### src/rtl/mac_pkg.sv
// Shared widths and FSM encoding for the MAC operand feeder.
package mac_pkg;

  localparam int DATA_W = 8;
  localparam int ACC_W  = 16;

  typedef enum logic [1:0] {
    IDLE   = 2'd0,
    STREAM = 2'd1,
    DRAIN  = 2'd2,
    DONE   = 2'd3
  } state_t;

endpackage

### src/rtl/mac_feed_fifo.sv
// Operand-pair FIFO: power-of-2 depth, registered storage, no read bypass.
module mac_feed_fifo #(
  parameter int W     = 16,
  parameter int DEPTH = 8
) (
  input  logic         clk,
  input  logic         rst,
  input  logic         flush,
  input  logic         push,
  input  logic         pop,
  input  logic [W-1:0] din,
  output logic [W-1:0] dout,
  output logic         full,
  output logic         empty
);

  localparam int AW = $clog2(DEPTH);

  logic [W-1:0]  mem [DEPTH];
  logic [AW-1:0] wptr, rptr;
  logic [AW:0]   count;
  logic          do_push, do_pop;

  // flush wins over a same-cycle push or pop
  assign do_push = push && !full && !flush && !rst;
  assign do_pop  = pop && !empty && !flush;

  assign full  = (count == (AW+1)'(DEPTH));
  assign empty = (count == '0);
  assign dout  = mem[rptr];

  always_ff @(posedge clk) begin
    if (rst || flush) begin
      wptr  <= '0;
      rptr  <= '0;
      count <= '0;
    end else begin
      if (do_push) wptr <= wptr + AW'(1);
      if (do_pop)  rptr <= rptr + AW'(1);
      case ({do_push, do_pop})
        2'b10:   count <= count + (AW+1)'(1);
        2'b01:   count <= count - (AW+1)'(1);
        default: count <= count;
      endcase
    end
  end

  always_ff @(posedge clk) begin
    if (do_push) mem[wptr] <= din;
  end

endmodule

### src/rtl/mac_feeder.sv
// Streams VEC_LEN operand pairs from a FIFO into a MAC, then flags the finished dot product.
module mac_feeder #(
  parameter int DATA_W  = mac_pkg::DATA_W,
  parameter int DEPTH   = 8,
  parameter int VEC_LEN = 4
) (
  input  logic              clk,
  input  logic              rst,
  input  logic              flush,
  input  logic              in_valid,
  output logic              in_ready,
  input  logic [DATA_W-1:0] in_a,
  input  logic [DATA_W-1:0] in_b,
  output logic [DATA_W-1:0] a,
  output logic [DATA_W-1:0] b,
  output logic              mac_clr,
  output logic              dot_done,
  output logic [7:0]        vec_cnt
);

  import mac_pkg::*;

  localparam int CW = (VEC_LEN > 1) ? $clog2(VEC_LEN) : 1;

  state_t              state, state_nxt;
  logic [CW-1:0]       pair_cnt, pair_nxt;
  logic [DATA_W-1:0]   a_nxt, b_nxt;
  logic [7:0]          vec_nxt;
  logic [2*DATA_W-1:0] fifo_dout;
  logic                push, pop, full, empty;

  assign in_ready = !rst && !full;
  assign push     = in_valid && in_ready;

  mac_feed_fifo #(
    .W     (2*DATA_W),
    .DEPTH (DEPTH)
  ) u_fifo (
    .clk   (clk),
    .rst   (rst),
    .flush (flush),
    .push  (push),
    .pop   (pop),
    .din   ({in_a, in_b}),
    .dout  (fifo_dout),
    .full  (full),
    .empty (empty)
  );

  always_comb begin
    state_nxt = state;
    pair_nxt  = pair_cnt;
    a_nxt     = a;
    b_nxt     = b;
    vec_nxt   = vec_cnt;
    pop       = 1'b0;
    mac_clr   = (state == IDLE) || (state == DONE);
    dot_done  = (state == DONE);

    case (state)
      IDLE: begin
        a_nxt = '0;
        b_nxt = '0;
        if (!empty) state_nxt = STREAM;
      end
      STREAM: begin
        if (!empty) begin
          pop   = 1'b1;
          a_nxt = fifo_dout[2*DATA_W-1:DATA_W];
          b_nxt = fifo_dout[DATA_W-1:0];
          if (pair_cnt == CW'(VEC_LEN - 1)) begin
            pair_nxt  = '0;
            state_nxt = DRAIN;
          end else begin
            pair_nxt = pair_cnt + CW'(1);
          end
        end else begin
          a_nxt = '0;
          b_nxt = '0;
        end
      end
      DRAIN: begin
        a_nxt     = '0;
        b_nxt     = '0;
        state_nxt = DONE;
      end
      default: begin
        vec_nxt   = vec_cnt + 8'd1;
        state_nxt = IDLE;
      end
    endcase

    // abort overrides everything above, including the DONE count
    if (flush) begin
      state_nxt = IDLE;
      pair_nxt  = '0;
      a_nxt     = '0;
      b_nxt     = '0;
      vec_nxt   = vec_cnt;
      pop       = 1'b0;
    end
  end

  always_ff @(posedge clk) begin
    if (rst) begin
      state    <= IDLE;
      pair_cnt <= '0;
      a        <= '0;
      b        <= '0;
      vec_cnt  <= '0;
    end else begin
      state    <= state_nxt;
      pair_cnt <= pair_nxt;
      a        <= a_nxt;
      b        <= b_nxt;
      vec_cnt  <= vec_nxt;
    end
  end

endmodule

### config.mk
export PLATFORM = sky130hd
export DESIGN_NAME = mac_feeder
export DESIGN_NICKNAME = d
export VERILOG_FILES = /design/src/rtl/mac_pkg.sv /design/src/rtl/mac_feed_fifo.sv /design/src/rtl/mac_feeder.sv
export SDC_FILE = /design/constraint.sdc
export NUM_CORES = 1
export LEC_CHECK = 0
export ABC_AREA = 1
export CAP_MARGIN = 20
export CORE_MARGIN = 2
export CORE_UTILIZATION = 53
export CTS_BUF_LIST = sky130_fd_sc_hd__clkbuf_8 sky130_fd_sc_hd__clkbuf_16
export CTS_CLUSTER_DIAMETER = 40
export DETAILED_ROUTE_END_ITERATION = 7
export GPL_TIMING_DRIVEN = 0
export PLACE_DENSITY = 0.81
export SYNTH_ARGS = -nofsm -noshare
export SYNTH_HDL_FRONTEND = slang
export SYNTH_SLANG_ARGS = --single-unit
export TNS_END_PERCENT = 20
### constraint.sdc
create_clock -name clk -period 2.23 [get_ports clk]
set_clock_uncertainty 0.05 [all_clocks]
set_input_delay 0.669 -clock clk [delete_from_list [all_inputs] [get_ports clk]]
set_output_delay 0.669 -clock clk [all_outputs]
set_load 0.03 [all_outputs]
==> reports/metrics.csv <==
metric;value;unit
num_rows;42;
finalPower;6.41;mW
cp_data_required_time;2.31;ns
netlist_instances;741;
peakVddDrop;606;µV
synth_top_family_by_area;simple AND/OR/NAND/NOR gates;
grt_overflow;0;
die_area;14600;µm²
ff2ff_setup_slack;0.18;ns
ant_nets;0;
maxCapViolCount;0;
synth_top_area_cell;edfxtp_1;
antenna_found_initial;0;
root_buffer;clkbuf_16;
fin_crit_sh;0.992;
outcome;complete, no violations;
clk_pin_slew_worst_paths;0.06;ns
cts_buffers;17;
total_leakage_power;3.74;nW
sw_frac_of_total;0.204;
drv_slew;0;
core_region_area;13300;µm²
routedWlPerCell;17.6;µm
comb_power_share;0.033;
yosysUniqueCellTypes;26;
synth.area.mux_share;0;
slew_headroom;0.426;
grt_usage;0.251;
dr.pass1.iters;5;
ys_warn_count;0;
post_cts_buffers;0;
p_switching;1.31;mW
rsz0062_at_grt;true;
grt_pass1_wl;27000;µm
synth-compound-area-share;0.0345;
viasPerCell;5.32;
synth_top_area_share;0.530;
fmax;452;MHz
holdCritPathClass;reg2reg;
first_global_vias;5223;
critPathLaunchType;input pin;
tightest_slew;0.862;ns
place.gp.congestion;0.806;
async_flop_share;0;
synth_edf_count;128;
finalHoldViolCount;0;
synth_nets;773;
drc;0;
crit_arrival;2.29;ns
synthTopCellsByArea;edfxtp_1 (53%), dfxtp_1 (11%), nand2_1 (11%), nand3_1 (7.0%), inv_1 (6.2%);
hpwl;11000;µm
synth-xor-area-share;0.00603;
start_util;0.546;
wl;17600;µm
hold_buffers;0;
area_growth;19.5;%
syn_avg_cell_area;9.80;µm²
fillers;968;
critPathMaxFanout;9;
setup_violations;0;
drtIter0Drc;531;
synth_fa_ha_area_frac;0.0207;
cts.repair.resized;23;
period_minus_slack;2.21;ns
synth-seq-area-share;0.643;
worst_slack;0.0171;ns
cts.htree.levels;4;
power_density;738;nW/µm²
layout.nets;846;
clk-insertion-delay-late;0.43;ns
final_cell_mix;nand2_1 (207), edfxtp_1 (128), inv_1 (123), nand3_1 (101), dfxtp_1 (39);
endpoint_kind;flip-flop;
die_w;121;µm
cts_buffer_depth;2;
antennaDiodeCount;0;
vias;5334;
pwr-share-seq;0.532;
io_buffers;46;
io_pins;47;
synth_flop_cell;edfxtp_1;
ys_ff_latch;169;
cts_tree;done;
yosys.area_share.simple;0.210;
synth_area;7260;µm²
path_class;in2reg;
p_int;5.10;mW
final_common_cell;nand2_1;
place_worst_setup_slack;-0.654;ns
grt_max_degree;17;
pwr-share-clk;0.435;
cts_sinks;169;
layout-drive-gt1-share;0.108;
die_y;121;µm
-- path summary, 6_finish.rpt --
check                       start  cells past startpoint                to
setup / recovery         in_valid                      7  u_fifo.mem[4][1]
hold reg to reg              b[5]                      2              b[5]
setup reg to reg  u_fifo.count[0]                     10   u_fifo.count[2]
hold / removal               b[5]                      2              b[5]
-- worst max-delay path, cell delays in order --
cell and delay (ns):
clkdlybuf4s50_1 0.49, inv_1 0.07, nor2_4 0.13, nand2_2 0.10, or2_4 0.30, nor2_4 0.32
buf_8 0.21
-- per-layer routing --
layer	wire, µm	up-vias	track usage
met5	0	-	0
met1	6680	2452	0.314
met2	8550	300	0.408
met3	1820	49	0.0648
met4	587	0	0.121
li1	-	2533	-
-- state kept, by name (all words and copies together) (netlist names), named ones only --
name	cells
state	2
b	8
pair_cnt	2
u_fifo.count	4
a	8
u_fifo.mem	128
u_fifo.wptr	3
vec_cnt	8
u_fifo.rptr	3
-- final cells by class --
type | count | area, µm² | share of cell area
plain buffers | 28 | 156 | 0.0180
clock buffers | 21 | 480 | 0.0554
clock inverters | 11 | 80.1 | 0.00923
inverters | 125 | 469 | 0.0541
multi-input cells | 419 | 2030 | 0.234
flip-flops and latches | 169 | 4670 | 0.538
well taps | 176 | 220 | 0.0254
repair buffers | 54 | 576 | 0.0663
-- stage by stage --
stage	hold WS (ns)	setup TNS, ns	cells	util	instance area (µm²)
detailed placement	0.399	-67.76	971	0.608	8080
global route	0.437	-0.260	1003	0.653	8680
floorplan	0.407	-3.83	741	-	7260
CTS	0.415	-2.96	1003	0.651	8650
finish	0.413	0	1003	0.653	8680
global placement	0.394	-177.26	963	0.597	7940
-- logic make-up after synthesis --
kind of cell,Yosys count
xor gates and xnor gates,5
DFF,169
AOI/OAI and AO/OA,49
buffers and inverters,153
adders and majority gates,12
and+or+nand+nor,353
-- Yosys cell counts, drive strengths merged (2+ instances only) --
master	number
nand2	212
edfxtp	128
inv	124
nand3	102
dfxtp	41
nor2	36
a21oi	34
buf	20
o21ai	13
ha	12
clkbuf	8
xor2	5
o21a	2
or2	2
-- power by group through the flow --
stage          sequential [mW]  combinational [mW]  clock (mW)
5_1_grt                   3.41               0.229        2.92
6_report                  3.41               0.210        2.79
3_3_place_gp              3.48               0.195           0
3_5_place_dp              3.48               0.206           0
2_1_floorplan             3.48              0.0973           0
4_1_cts                   3.41               0.206        2.79
Power figures use the tool's default switching activity.
